File: src/rtl/shift_left_arbiter_if.sv
// shift_left_arbiter_if: requester handshakes and shift-unit bus for shift_left_arbiter
interface shift_left_arbiter_if #(parameter int WIDTH = 4);
  logic             req0_valid;
  logic [WIDTH-1:0] req0_a;
  logic [1:0]       req0_sl;
  logic             req0_ready;
  logic             rsp0_valid;
  logic [WIDTH-1:0] rsp0_data;
  logic             rsp0_ready;
  logic             req1_valid;
  logic [WIDTH-1:0] req1_a;
  logic [1:0]       req1_sl;
  logic             req1_ready;
  logic             rsp1_valid;
  logic [WIDTH-1:0] rsp1_data;
  logic             rsp1_ready;
  logic [WIDTH-1:0] sh_a;
  logic [1:0]       sh_sl;
  logic [WIDTH-1:0] sh_y;
  logic             busy;
  modport master (
    output req0_valid, req0_a, req0_sl, rsp0_ready,
    output req1_valid, req1_a, req1_sl, rsp1_ready, sh_y,
    input  req0_ready, rsp0_valid, rsp0_data,
    input  req1_ready, rsp1_valid, rsp1_data, sh_a, sh_sl, busy
  );
  modport slave (
    input  req0_valid, req0_a, req0_sl, rsp0_ready,
    input  req1_valid, req1_a, req1_sl, rsp1_ready, sh_y,
    output req0_ready, rsp0_valid, rsp0_data,
    output req1_ready, rsp1_valid, rsp1_data, sh_a, sh_sl, busy
  );
endinterface

File: src/rtl/shift_left_arbiter.sv
// shift_left_arbiter: shares one left-shift unit between two requesters; SHIFT_ARB_FIXED_PRIO_EN selects fixed priority (default round-robin)
module shift_left_arbiter #(
  parameter int WIDTH = 4
) (
  input logic clk,
  input logic rst_n,
  shift_left_arbiter_if.slave bus
);
  typedef enum logic [1:0] {IDLE = 2'd0, EXEC = 2'd1, RESP = 2'd2} state_t;
  state_t           r_state;
  logic             r_owner;
  logic             r_last;
  logic [WIDTH-1:0] r_op_a;
  logic [1:0]       r_op_sl;
  logic [WIDTH-1:0] r_rsp0_data;
  logic [WIDTH-1:0] r_rsp1_data;
  logic             w_idle;
  logic             w_pick1;
  logic             w_rsp_ready;
`ifdef SHIFT_ARB_FIXED_PRIO_EN
  assign w_pick1 = bus.req1_valid & ~bus.req0_valid;
`else
  assign w_pick1 = bus.req1_valid & (~bus.req0_valid | ~r_last);
`endif
  assign w_idle         = rst_n & (r_state == IDLE);
  assign bus.req0_ready = w_idle & bus.req0_valid & ~w_pick1;
  assign bus.req1_ready = w_idle & w_pick1;
  assign bus.rsp0_valid = (r_state == RESP) & ~r_owner;
  assign bus.rsp1_valid = (r_state == RESP) & r_owner;
  assign bus.rsp0_data  = r_rsp0_data;
  assign bus.rsp1_data  = r_rsp1_data;
  assign bus.sh_a       = r_op_a;
  assign bus.sh_sl      = r_op_sl;
  assign bus.busy       = r_state != IDLE;
  assign w_rsp_ready    = r_owner ? bus.rsp1_ready : bus.rsp0_ready;
  // accept -> shift -> hold response until the owner takes it
  always_ff @(posedge clk or negedge rst_n) begin
    if (!rst_n) begin
      r_state     <= IDLE;
      r_owner     <= 1'b0;
      r_last      <= 1'b1;
      r_op_a      <= '0;
      r_op_sl     <= '0;
      r_rsp0_data <= '0;
      r_rsp1_data <= '0;
    end else begin
      case (r_state)
        IDLE: if (bus.req0_ready | bus.req1_ready) begin
          r_op_a  <= w_pick1 ? bus.req1_a : bus.req0_a;
          r_op_sl <= w_pick1 ? bus.req1_sl : bus.req0_sl;
          r_owner <= w_pick1;
          r_last  <= w_pick1;
          r_state <= EXEC;
        end
        EXEC: begin
          if (r_owner) r_rsp1_data <= bus.sh_y;
          else r_rsp0_data <= bus.sh_y;
          r_state <= RESP;
        end
        RESP: if (w_rsp_ready) r_state <= IDLE;
        default: r_state <= IDLE;
      endcase
    end
  end
endmodule
File: src/flat_wrapper.sv
// flat-port wrapper written by rule: the top's interface ports become plain ports
module shift_left_arbiter_flat 
#(
  parameter int WIDTH = 4
)
  (clk, rst_n, bus_req0_valid, bus_req0_a, bus_req0_sl, bus_rsp0_ready, bus_req1_valid, bus_req1_a, bus_req1_sl, bus_rsp1_ready, bus_sh_y, bus_req0_ready, bus_rsp0_valid, bus_rsp0_data, bus_req1_ready, bus_rsp1_valid, bus_rsp1_data, bus_sh_a, bus_sh_sl, bus_busy);
  shift_left_arbiter_if #(.WIDTH(WIDTH)) bus_i ();
  input logic clk;
  input logic rst_n;
  input wire logic [$bits(bus_i.req0_valid)-1:0] bus_req0_valid;
  input wire logic [$bits(bus_i.req0_a)-1:0] bus_req0_a;
  input wire logic [$bits(bus_i.req0_sl)-1:0] bus_req0_sl;
  input wire logic [$bits(bus_i.rsp0_ready)-1:0] bus_rsp0_ready;
  input wire logic [$bits(bus_i.req1_valid)-1:0] bus_req1_valid;
  input wire logic [$bits(bus_i.req1_a)-1:0] bus_req1_a;
  input wire logic [$bits(bus_i.req1_sl)-1:0] bus_req1_sl;
  input wire logic [$bits(bus_i.rsp1_ready)-1:0] bus_rsp1_ready;
  input wire logic [$bits(bus_i.sh_y)-1:0] bus_sh_y;
  output wire logic [$bits(bus_i.req0_ready)-1:0] bus_req0_ready;
  output wire logic [$bits(bus_i.rsp0_valid)-1:0] bus_rsp0_valid;
  output wire logic [$bits(bus_i.rsp0_data)-1:0] bus_rsp0_data;
  output wire logic [$bits(bus_i.req1_ready)-1:0] bus_req1_ready;
  output wire logic [$bits(bus_i.rsp1_valid)-1:0] bus_rsp1_valid;
  output wire logic [$bits(bus_i.rsp1_data)-1:0] bus_rsp1_data;
  output wire logic [$bits(bus_i.sh_a)-1:0] bus_sh_a;
  output wire logic [$bits(bus_i.sh_sl)-1:0] bus_sh_sl;
  output wire logic [$bits(bus_i.busy)-1:0] bus_busy;
  assign bus_i.req0_valid = bus_req0_valid;
  assign bus_i.req0_a = bus_req0_a;
  assign bus_i.req0_sl = bus_req0_sl;
  assign bus_i.rsp0_ready = bus_rsp0_ready;
  assign bus_i.req1_valid = bus_req1_valid;
  assign bus_i.req1_a = bus_req1_a;
  assign bus_i.req1_sl = bus_req1_sl;
  assign bus_i.rsp1_ready = bus_rsp1_ready;
  assign bus_i.sh_y = bus_sh_y;
  assign bus_req0_ready = bus_i.req0_ready;
  assign bus_rsp0_valid = bus_i.rsp0_valid;
  assign bus_rsp0_data = bus_i.rsp0_data;
  assign bus_req1_ready = bus_i.req1_ready;
  assign bus_rsp1_valid = bus_i.rsp1_valid;
  assign bus_rsp1_data = bus_i.rsp1_data;
  assign bus_sh_a = bus_i.sh_a;
  assign bus_sh_sl = bus_i.sh_sl;
  assign bus_busy = bus_i.busy;
  shift_left_arbiter #(.WIDTH(WIDTH)) u_core (.clk(clk), .rst_n(rst_n), .bus(bus_i));
endmodule
File: config.mk
export PLATFORM = sky130hd
export DESIGN_NAME = shift_left_arbiter_flat
export DESIGN_NICKNAME = d
export VERILOG_FILES = /design/src/rtl/shift_left_arbiter_if.sv /design/src/rtl/shift_left_arbiter.sv /design/src/flat_wrapper.sv
export SDC_FILE = /design/constraint.sdc
export NUM_CORES = 1
export LEC_CHECK = 0
export BUFFER_PORTS_ARGS = -buffer_cell sky130_fd_sc_hd__buf_2
export CORE_MARGIN = 1
export CORE_UTILIZATION = 30
export DETAILED_ROUTE_END_ITERATION = 7
export SLEW_MARGIN = 20
export SYNTH_ARGS = -nofsm -noshare
export SYNTH_HDL_FRONTEND = slang
export SYNTH_SLANG_ARGS = --single-unit
File: constraint.sdc
create_clock -name clk -period 1.5 [get_ports clk]
set_input_delay 0.15 -clock clk [delete_from_list [all_inputs] [get_ports clk]]
set_output_delay 0.15 -clock clk [all_outputs]
set_load 0.02 [all_outputs]
# After elaboration in Yosys (flattened, before gate mapping)
# Index checks and enable logic that the tools add are counted.
dict set report word_totals {
  register_bits 18
  latch_bits 0
  mem_bits_rw 0
  rom_bits 0
  in_bits 22
  output_inout_bits 19
  wordCells 36
  n_memories 0
}
dict set report op_classes {
  n_addsub 0
  mul 0
  n_div 0
  n_lt_le_gt_ge 0
  n_eq_ne 4
  n_shift 0
  n_mux 6
  bitwise 13
  reduce_logical 6
}
# operator count
set op_table {}
lappend op_table {{$reduce_and A2 Y1} 4}
lappend op_table {{$and A1 B1 Y1} 7}
lappend op_table {{$mux W2} 3}
lappend op_table {{$pmux W2 S3} 1}
lappend op_table {{$mux W4} 1}
lappend op_table {{$not A1 Y1} 4}
lappend op_table {{$eq A2 B1 Y1 const B} 1}
lappend op_table {{$eq A2 B2 Y1 const B} 1}
lappend op_table {{$logic_not A2 Y1} 1}
lappend op_table {{$ne A2 B1 Y1 const B} 1}
lappend op_table {{$ne A2 B2 Y1 const B} 1}
lappend op_table {{$or A1 B1 Y1} 2}
lappend op_table {{$reduce_bool A2 Y1} 1}
lappend op_table {{$mux W1} 1}

# Depth between registers and ports, before layout
# Gate-level depths: netlist (run 1).
dict set report depth {
  ltp_word 8
  depth_mapped 4
  depth_no_buf 4
}

# Worst setup path after synthesis (run 1)
# No wires, ideal clock.
dict set report synth_timing {
  path_type {flip-flop to flip-flop}
  startpoint {reg u_core.r_state[1]}
  endpoint {reg u_core.r_op_a[0] (netlist: u_core.bus.sh_a[0])}
  setup_time_ns 0.123
  arrival_time_ns 1.191
  slack_ns 0.186
  stages_incl_launch_ff 5
  n_path_buf 0
  period_less_slack_ns 1.314
  cell_sequence {dfrtp_1 -> nor2_2 -> inv_2 -> a211o_4 -> o221a_1}
}
dict set report synth_via {
  elab_chain_cells 6
}
# item line_no
set synth_lines {}
lappend synth_lines {{start, declared} shift_left_arbiter.sv:10} ;# state_t r_state;
lappend synth_lines {{start signal, assigned} shift_left_arbiter.sv:39} ;# r_state <= IDLE;
lappend synth_lines {{start signal, assigned} shift_left_arbiter.sv:53} ;# r_state <= EXEC;
lappend synth_lines {{start signal, assigned} shift_left_arbiter.sv:58} ;# r_state <= RESP;
lappend synth_lines {{$logic_not A2 Y1 *} {shift_left_arbiter.sv:25, shift_left_arbiter.sv:47}}
lappend synth_lines {{$and A1 B1 Y1} shift_left_arbiter.sv:25} ;# assign w_idle = rst_n & (r_state == IDLE);
lappend synth_lines {{$and A1 B1 Y1 (2 in a row)} shift_left_arbiter.sv:26} ;# assign bus.req0_ready = w_idle & bus.req0_valid & ~w_pick1;
lappend synth_lines {{$or A1 B1 Y1} shift_left_arbiter.sv:48} ;# IDLE: if (bus.req0_ready | bus.req1_ready) begin
lappend synth_lines {{$reduce_and A2 Y1 (no line) *} -}
lappend synth_lines {{end signal, assigned} shift_left_arbiter.sv:49} ;# r_op_a <= w_pick1 ? bus.req1_a : bus.req0_a;
lappend synth_lines {{end, declared} shift_left_arbiter.sv:13} ;# logic [WIDTH-1:0] r_op_a;
# Every way passes the cells marked *; elsewhere a longest branch is shown, timed or not.
# A chain may end at the register's enable or synchronous reset.

# Worst setup path in the final report (run 1)
dict set report layout_timing {
  startpoint {reg u_core.r_last}
  endpoint {out bus_req0_ready}
}
dict set report layout_via {
  elab_chain_cells 5
}
# item line_no
set layout_lines {}
lappend layout_lines {{start, declared} shift_left_arbiter.sv:12} ;# logic r_last;
lappend layout_lines {{start signal, assigned} shift_left_arbiter.sv:52} ;# r_last <= w_pick1;
lappend layout_lines {{$not A1 Y1} shift_left_arbiter.sv:23} ;# assign w_pick1 = bus.req1_valid & (~bus.req0_valid | ~r_last);
lappend layout_lines {{$or A1 B1 Y1} shift_left_arbiter.sv:23}
lappend layout_lines {{$and A1 B1 Y1} shift_left_arbiter.sv:23}
lappend layout_lines {{$not A1 Y1} shift_left_arbiter.sv:26}
lappend layout_lines {{$and A1 B1 Y1} shift_left_arbiter.sv:26}
lappend layout_lines {{end, declared} flat_wrapper.sv:19} ;# output wire logic [$bits(bus_i.req0_ready)-1:0] bus_req0_ready;
# Every way passes these cells.

==> results of run 1 <==
-- cells in the final DEF (no fill, tap or decap) --
cell type / instances
a21boi_0: 1
buf_6: 1
dlygate4sd3_1: 1
o21ai_0: 1
mux2_2: 5
or2_1: 1
inv_2: 3
nand4bb_4: 1
clkbuf_4: 3
mux2_4: 4
buf_2: 39
or2b_1: 1
a32oi_1: 1
buf_4: 3
clkbuf_8: 1
nand2_1: 1
a211o_4: 1
dfrtp_1: 17
or3_1: 6
and2_2: 1
o211a_1: 1
o221a_1: 6
nand2b_1: 1
dfstp_2: 1
nor2_2: 1
inv_1: 1
nor2_1: 4
-- sequential cells by signal, indices dropped and copies added, names as in the netlist --
register / count
u_core.bus.rsp0_data: 4
u_core.bus.rsp1_data: 4
u_core.bus.sh_sl: 2
u_core.r_state: 2
u_core.bus.sh_a: 4
u_core.r_owner: 1
u_core.r_last: 1
-- through the flow --
step | std cells | power, W | hold WS (ns)
detailed placement | 130 | 0.00190 | -0.0221
global route | 137 | 0.00240 | 0.0764
finish | 137 | 0.00224 | 0.0923
floorplan | 61 | 0.00157 | -0.146
CTS | 137 | 0.00226 | 0.0809
global placement | 130 | 0.00188 | -0.0199
-- critical path: cells and delay by family, from the launching register on --
kind,cells,cell delay [ns]
compound gates,1,0.31
buf+inv,3,0.19
flops,1,0.55
-- path summary, 6_finish.rpt --
check | depth (start not counted) | end | slack [ns]
min in group asynchronous | 2 | u_core.bus.sh_a[0] | 0.30
setup reg to reg | 4 | u_core.bus.sh_a[2] | 0.09
setup / recovery | 4 | bus_req0_ready | -0.001
hold reg to reg | 2 | u_core.r_last | 0.49
max in group asynchronous | 3 | u_core.r_state[0] | 0.76
hold / removal | 2 | u_core.bus.rsp1_data[1] | 0.09
-- logic make-up (layout without fill, tap and decap cells) --
family | after synthesis | in the layout
flops | 18 | 18
buf+inv | 6 | 52
compound gates | 11 | 11
simple gates | 17 | 17
mux | 9 | 9
-- layer usage --
metal / GRT usage / part of all wire / vias to the layer above
li1: - / - / 315
met1: 0.177 / 0.47 / 307
met2: 0.222 / 0.43 / 35
met4: 0.0256 / 0 / 0
met3: 0.0480 / 0.10 / 0
met5: 0 / 0 / -
-- power breakdown --
part           total, W  internal [W]  leakage (nW)  switching (W)
sequential     0.000866      0.000725         0.207       0.000141
clock          0.000302      0.000148        0.0210       0.000154
combinational   0.00107      0.000498         0.327       0.000574
total           0.00224       0.00137         0.556       0.000869
-- what timing repair did --
action | in CTS | in global routing
pin swaps | 2 | 1
endpoints found under the hold margin | 18 | 0
gates resized for setup | 6 | 1
hold buffers | 1 | 0
endpoints found under the setup margin | 2 | 2
setup buffers | 2 | 0
-- area by class of cell --
type | count | share of cell area
Clock buffer | 4 | 0.0321
Inverter | 4 | 0.0133
Multi-Input combinational cell | 37 | 0.310
Sequential cell | 18 | 0.400
Tap cell | 30 | 0.0332
Timing Repair Buffer | 44 | 0.212
==> impl_metrics.json, run 1 <==
{
  "rows": 18,
  "arrival_ns": 1.35,
  "drt_first_pass_iters": 3,
  "required_ns": 1.35,
  "hold_violations": 0,
  "min_from": "bus_sh_y[1]",
  "nFillCells": 257,
  "drive_gt1_frac": 0.598,
  "yosysMostFrequentCell": "dfrtp_1",
  "antenna_cells": 0,
  "fin_crit_ns": 1.50,
  "fmax_mhz": 666,
  "clock-sinks": 18,
  "cts_htree_levels": 1,
  "drt-wirelength-per-cell_um": 13.1,
  "grt_max_degree": 17,
  "fin_tns_setup_ns": -0.00141,
  "synth_area_leader_cell": "dfrtp_1",
  "dp_worst_setup_slack_ns": 0.0758,
  "worst_pin_slew_ns": 0.373,
  "fp.dieW_um": 54.1,
  "antenna_found_initial": 0,
  "grt_usage": 0.137,
  "grt_overflow": 0,
  "synth_compound_area_frac": 0.143,
  "synth_top_family_by_area": "compound AO/OA/AOI/OAI gates",
  "setup_viol": 1,
  "synth-main-ff-cell": "dfrtp_1",
  "slew_headroom": 0.750,
  "max-cap-violations": 0,
  "core_um2": 2520,
  "clk_latency_ns": 0.29,
  "placed_cell_area_um2": 1040,
  "r2r_start": "u_core.r_last",
  "async_flop_share": 1.00,
  "finalWeightedCongestion": 0.696,
  "fin_crit_sh": 1.00,
  "clockRootBuffer": "clkbuf_4",
  "clock_path_buffers": 2,
  "syn2layout_area_growth_pct": 38.7,
  "cts_tree": "done",
  "syn_area_um2": 815,
  "syn_avg_cell_area_um2": 13.4,
  "synth.area.top_cells": "dfrtp_1 (52%), o221a_1 (8.3%), mux2_4 (7.4%)",
  "drv_slew": 0,
  "port_buffers": 40,
  "synth.mux.area_fraction": 0.143,
  "multi_input_area_um2": 350,
  "synth-simple-area-share": 0.123,
  "ir_worst_vdd_mv": 0.960,
  "design_area_um2": 1130,
  "path_clk_slew_ns": 0.11,
  "status": "complete, but fails checks",
  "drt-total-wl_mm": 1.79,
  "synth_edf_count": 0,
  "yosys-top-cells-count": "dfrtp_1 (17), o221a_1 (6), or3_1 (6)",
  "worstHoldPathType": "in -> reg",
  "grt_pass1_wl_mm": 2.79,
  "netlist.area_leader.share": 0.522,
  "endpoint_kind": "output pin",
  "fin_skew_ns": 0.00391,
  "synth-xor-area-share": 0,
  "power_density_nw_per_um2": 1980,
  "drt-initial-drc-count": 5,
  "crit_type": "reg -> out",
  "postRouteAntennaNets": 0,
  "dp_hpwl_mm": 1.33,
  "crit_start": "u_core.r_last",
  "p_leak_nw": 0.556,
  "ys_seq_area_frac": 0.555,
  "worst-path-max-fanout": 2,
  "yosys.area_share.adder": 0,
  "crit_chain": "inv_2 -> a211o_4 -> inv_2 -> buf_6",
  "yosys_warnings": 0,
  "start_util": 0.323,
  "critPathMaxStageDelay_ns": 0.55,
  "via_per_inst": 4.80,
  "drcViolationCount": 0,
  "final-seq-area_um2": 452,
  "vias": 657,
  "critical_path.slowest_cell": "dfstp_2",
  "die_h_um": 54.1,
  "cts_buffers": 3,
  "worst_slack_ns": -0.00141,
  "rsz0062_at_grt": "yes",
  "final_util": 0.448,
  "ys_types": 23,
  "start_kind": "flop",
  "io_pins": 41,
  "synth_seq_cells": 18,
  "cpMostUsedCell": "inv_2",
  "dieArea_um2": 2930,
  "synth_cells": 61,
  "violations": "setup timing",
  "final_net_count": 130,
  "grt_pass1_vias": 607,
  "synth.net_count": 83
}
(Power assumes the default switching activity.)
==> inputs of run 2 (changes only) <==
--- a/config.mk
+++ b/config.mk
@@ -5,7 +5,7 @@
 export SDC_FILE = /design/constraint.sdc
 export NUM_CORES = 1
 export LEC_CHECK = 0
-export BUFFER_PORTS_ARGS = -buffer_cell sky130_fd_sc_hd__buf_2
+export BUFFER_PORTS_ARGS = -buffer_cell sky130_fd_sc_hd__buf_4
 export CORE_MARGIN = 1
 export CORE_UTILIZATION = 30
 export DETAILED_ROUTE_END_ITERATION = 7
==> constraint.sdc (replaced) <==
create_clock -name clk -period 1.8 [get_ports clk]
set_input_delay 0.18 -clock clk [delete_from_list [all_inputs] [get_ports clk]]
set_output_delay 0.18 -clock clk [all_outputs]
set_load 0.02 [all_outputs]
==> run 2 against run 1 <==
  * The run now ends clean
  * Largest cell class unchanged
  * Cell area up 5.9%
  * Highest routed layer is now met4
  * Worst hold slack better by 0.036 ns
  * Setup slack better by 0.11 ns
  * Critical path type unchanged
==> impl_metrics.json, run 2 (same netlist as run 1, synthesis figures left out) <==
{
  "clockRootBuffer": "clkbuf_4",
  "design_area_um2": 1200,
  "ir_worst_vdd_mv": 0.808,
  "via_per_inst": 4.83,
  "min_from": "bus_sh_y[0]",
  "status": "finished clean",
  "final_net_count": 128,
  "antenna_cells": 0,
  "antenna_found_initial": 0,
  "cts_tree": "done",
  "drt-wirelength-per-cell_um": 13.9,
  "layout_commonest_cell": "buf_4",
  "fin_tns_setup_ns": 0,
  "grt_util_met3": 0.0452,
  "final-seq-area_um2": 452,
  "path_clk_slew_ns": 0.10,
  "arrival_ns": 1.51,
  "reg2reg_to": "u_core.bus.sh_a[3]",
  "syn2layout_area_growth_pct": 46.9,
  "gr-usage-met1": 0.178,
  "busiest_layer": "met2",
  "mostFrequentLayoutCells": "buf_4 (41), dfrtp_1 (17), or3_1 (6), o221a_1 (6), mux2_2 (5)",
  "vias": 652,
  "worst_pin_slew_ns": 0.329,
  "core_um2": 2520,
  "drt-initial-drc-count": 12,
  "min_path_cells": 2,
  "rsz0062_at_grt": "no",
  "nFillCells": 245,
  "fmax_mhz": 593,
  "worstHoldEndpoint": "u_core.bus.rsp1_data[0]",
  "fin_skew_ns": 0.00105,
  "endpoint_kind": "output pin",
  "r2r_setup_slack_ns": 0.40,
  "postRouteAntennaNets": 0,
  "clock-sinks": 18,
  "cts_htree_levels": 1,
  "grt_max_degree": 14,
  "dp_hpwl_mm": 1.48,
  "grt_pass1_vias": 702,
  "r2r_cells": 3,
  "fin_crit_sh": 0.937,
  "power_density_nw_per_um2": 1630,
  "clk_latency_ns": 0.28,
  "max-cap-violations": 0,
  "slew_headroom": 0.780,
  "grt_pass1_wl_mm": 3.09,
  "io_pins": 41,
  "grt_usage": 0.152,
  "multi_input_area_um2": 338,
  "grt.met2_usage": 0.255,
  "drcViolationCount": 0,
  "r2r_start": "u_core.r_state[0]",
  "dieArea_um2": 2930,
  "placed_cell_area_um2": 1140,
  "crit_type": "reg -> out",
  "worstHoldPathType": "in -> reg",
  "cts_buffers": 3,
  "drt-total-wl_mm": 1.88,
  "setup_viol": 0,
  "start_util": 0.323,
  "drt_first_pass_iters": 4,
  "finalWeightedCongestion": 0.668,
  "drive_gt1_frac": 0.562,
  "whs_ns": 0.128,
  "port_buffers": 40,
  "p_leak_nw": 0.580,
  "cts_setup_buffers": 0,
  "power_w": 0.00195,
  "drv_slew": 0,
  "grt_overflow": 0,
  "fin_crit_ns": 1.69,
  "start_kind": "flop",
  "clock_path_buffers": 2,
  "worst-path-max-fanout": 8,
  "die_h_um": 54.1,
  "fp.dieW_um": 54.1,
  "rows": 18,
  "required_ns": 1.62,
  "hold_violations": 0
}
-- run 2: layout make-up --
type                       instances  share of cell area
multi-input combinational         37               0.282
inverter                           4              0.0126
sequential                        18               0.378
tap                               30              0.0314
clock buffer                       4              0.0303
timing repair buffer              42               0.266
-- run 2: critical path, stage by stage, from the launching register on --
cell and delay [ns]:
dfrtp_1 0.42, nor2_2 0.18, inv_2 0.07, a211o_4 0.35
inv_1 0.07, buf_4 0.13
-- run 2: how the worst max path moves through the flow --
stage | startpoint | endpoint | slack [ns] | depth (start not counted)
finish | u_core.r_state[1] | bus_req0_ready | 0.11 | 5
global route | u_core.r_state[1] | bus_req0_ready | 0.03 | 5
CTS | rst_n | bus_req1_ready | 0.05 | 5
detailed placement | u_core.r_state[0] | u_core.bus.sh_a[1] | 0.34 | 3
global placement | u_core.r_state[0] | u_core.bus.sh_a[1] | 0.39 | 3
floorplan | u_core.r_state[1] | u_core.bus.sh_a[0] | 0.49 | 4
-- run 2: layer usage --
layer	wire length, um	up-vias
met5	0	-
met4	12	0
met3	149	2
met2	884	35
met1	837	304
li1	-	311
-- run 2: metrics by stage --
stage	worst slack, ns	utilization	cells
finish	0.113	0.474	135
global route	0.0301	0.474	135
CTS	0.0541	0.472	135
detailed placement	0.340	0.454	130
global placement	0.390	0.454	130
floorplan	0.486	-	61
-- run 2: repair_timing --
item / 4_1_cts / 5_1_grt
setup endpoints to repair: 0 / 1
hold buffers: 1 / 0
hold endpoints to repair: 18 / 0
resized for setup: 0 / 1
-- run 2: power by group --
| group | internal (W) | switching (W) | leakage [nW] | total (W) |
|---|---|---|---|---|
| clock network | 0.000123 | 0.000123 | 0.0210 | 0.000246 |
| registers | 0.000604 | 0.000119 | 0.207 | 0.000723 |
| logic | 0.000498 | 0.000481 | 0.351 | 0.000979 |
| total | 0.00123 | 0.000722 | 0.580 | 0.00195 |
==> inputs of run 3 (changes only) <==
--- a/config.mk
+++ b/config.mk
@@ -5,6 +5,7 @@
 export SDC_FILE = /design/constraint.sdc
 export NUM_CORES = 1
 export LEC_CHECK = 0
+export ABC_AREA = 1
 export BUFFER_PORTS_ARGS = -buffer_cell sky130_fd_sc_hd__buf_4
 export CORE_MARGIN = 1
 export CORE_UTILIZATION = 30
==> run 3 against run 2 <==
  * Final cell count is 32% higher
  * Synthesized area up 0.77%
  * Cell area decreased by 0.10%
  * Clock skew is 0.00066 ns lower
  * Highest routed layer unchanged
  * Fmax up 5.9%
  * Largest cell class unchanged
  * Global-route usage is 1.6 points lower
  * Largest power group unchanged
==> impl_metrics.json, run 3 <==
{
  "whs_ns": 0.156,
  "ys_seq_area_frac": 0.550,
  "fin_tns_setup_ns": 0,
  "mostFrequentLayoutCells": "nand2_1 (51), buf_4 (40), dfrtp_1 (17)",
  "fin_crit_ns": 1.59,
  "yosysMostFrequentCell": "nand2_1",
  "synth_seq_cells": 18,
  "setup_viol": 0,
  "grt_max_degree": 21,
  "grt_overflow": 0,
  "drt-total-wl_mm": 1.86,
  "syn_avg_cell_area_um2": 7.97,
  "drt-initial-drc-count": 7,
  "yosys_warnings": 0,
  "nFillCells": 255,
  "clk_latency_ns": 0.29,
  "finalWeightedCongestion": 0.748,
  "crit_chain": "dlygate4sd3_1 -> buf_4 -> nand2_2 -> nor2_1 -> buf_4",
  "ir_worst_vdd_mv": 0.836,
  "netlist.area_leader.share": 0.518,
  "design_area_um2": 1190,
  "arrival_ns": 1.41,
  "synth_edf_count": 0,
  "cts_resized": 0,
  "synth.area.top_cells": "dfrtp_1 (52%), nand2_1 (23%), o21ai_0 (5.5%)",
  "cpMostUsedCell": "buf_4",
  "layout_commonest_cell": "nand2_1",
  "placed_cell_area_um2": 1160,
  "cts_setup_buffers": 0,
  "cts_buffers": 3,
  "grt_pass1_wl_mm": 2.82,
  "rows": 18,
  "die_h_um": 54.3,
  "endpoint_kind": "output pin",
  "grt_usage": 0.136,
  "dp_worst_setup_slack_ns": 0.568,
  "antenna_cells": 0,
  "clock-sinks": 18,
  "start_util": 0.325,
  "synth-main-ff-cell": "dfrtp_1",
  "worst-path-max-fanout": 20,
  "start_kind": "input pin",
  "slew_headroom": 0.803,
  "dp_hpwl_mm": 1.50,
  "postRouteAntennaNets": 0,
  "cts_htree_levels": 1,
  "synth_cells": 103,
  "max-cap-violations": 0,
  "port_buffers": 40,
  "async_flop_share": 1.00,
  "fin_crit_sh": 0.885,
  "crit_start": "rst_n",
  "power_w": 0.00183,
  "vias": 781,
  "syn_area_um2": 821,
  "status": "finished clean",
  "fmax_mhz": 628,
  "clockRootBuffer": "clkbuf_4",
  "r2r_setup_slack_ns": 0.63,
  "drt-wirelength-per-cell_um": 10.5,
  "via_per_inst": 4.39,
  "drcViolationCount": 0,
  "dieArea_um2": 2950,
  "synth_area_leader_cell": "dfrtp_1",
  "rsz0062_at_grt": "no",
  "worst_slack_ns": 0.207,
  "hold_violations": 0,
  "power_density_nw_per_um2": 1540,
  "required_ns": 1.62,
  "ys_types": 13,
  "path_clk_slew_ns": 0.10,
  "core_um2": 2520,
  "r2r_start": "u_core.r_last",
  "antenna_found_initial": 0,
  "synth.net_count": 125,
  "critical_path.slowest_cell": "dlygate4sd3_1",
  "worstHoldPathType": "in -> reg",
  "drv_slew": 0,
  "fp.dieW_um": 54.3,
  "crit_type": "in -> out",
  "clock_path_buffers": 2,
  "grt_pass1_vias": 684,
  "worst_pin_slew_ns": 0.294,
  "fin_skew_ns": 0.000391,
  "drt_first_pass_iters": 4,
  "syn2layout_area_growth_pct": 45.6,
  "io_pins": 41,
  "min_from": "bus_rsp1_ready",
  "yosys-top-cells-count": "nand2_1 (51), dfrtp_1 (17), inv_1 (10)",
  "cts_tree": "done",
  "critPathMaxStageDelay_ns": 0.53,
  "drive_gt1_frac": 0.331,
  "final_net_count": 171,
  "p_leak_nw": 0.682
}
## run 3: changes by cell type after synthesis, moves of 5 or more
cell	change
inv_1	+7
o221a_1	-6
mux2_2	-5
o21ai_0	+8
or3_1	-6
nand2_1	+50
## run 3: final cells by class
type | count | area [um2] | area share
inverter | 11 | 41.3 | 0.0346
clock buffer | 4 | 26.3 | 0.0220
timing repair buffer | 41 | 310 | 0.260
sequential | 18 | 452 | 0.378
tap | 30 | 37.5 | 0.0314
multi-input combinational | 74 | 328 | 0.274
## run 3: metrics by stage
| step | instances | util |
|---|---|---|
| after CTS | 178 | 0.474 |
| after detailed placement | 173 | 0.459 |
| after global routing | 178 | 0.474 |
| final | 178 | 0.474 |
| after global placement | 173 | 0.459 |
| after floorplan | 103 | - |
## run 3: path summary, 6_finish.rpt
path,cells past startpoint,end
min,4,u_core.r_state[1]
max,5,bus_req1_ready
min reg2reg,2,u_core.r_last
min in group asynchronous,2,u_core.bus.rsp1_data[1]
max reg2reg,5,u_core.bus.sh_sl[0]
max in group asynchronous,2,u_core.r_last
## run 3: cells by family (layout without fill, tap and decap cells)
logic type,count (synthesis),in the layout,share of synthesized area
AND/OR/NAND/NOR,63,63,0.316
AO/OA/AOI/OAI,11,11,0.0838
flip-flops,18,18,0.550
buffers and inverters,11,56,0.0503
## run 3: worst max-delay path: cells and delay by family
kind	cells	cell delay (ns)
buf+inv	3	0.95
simple gates	2	0.28
## run 3: repair_timing
action | in CTS | in global routing
endpoints found under the hold margin | 18 | 0
hold buffers | 1 | 0
endpoints found under the setup margin | 0 | 0
## run 3: metal layers
layer | vias to the layer above | GRT usage | wire length, um
met5 | - | 0 | 0
met4 | 0 | 0.0256 | 13
met3 | 2 | 0.0639 | 172
met2 | 38 | 0.215 | 837
met1 | 338 | 0.169 | 837
li1 | 403 | - | -
## run 3: power by group
| group | total, W | internal, W | leakage (nW) | switching [W] |
|---|---|---|---|---|
| clock network | 0.000204 | 0.0000861 | 0.0150 | 0.000118 |
| registers | 0.000715 | 0.000599 | 0.222 | 0.000116 |
| logic | 0.000916 | 0.000379 | 0.445 | 0.000537 |
| total | 0.00183 | 0.00106 | 0.682 | 0.000770 |
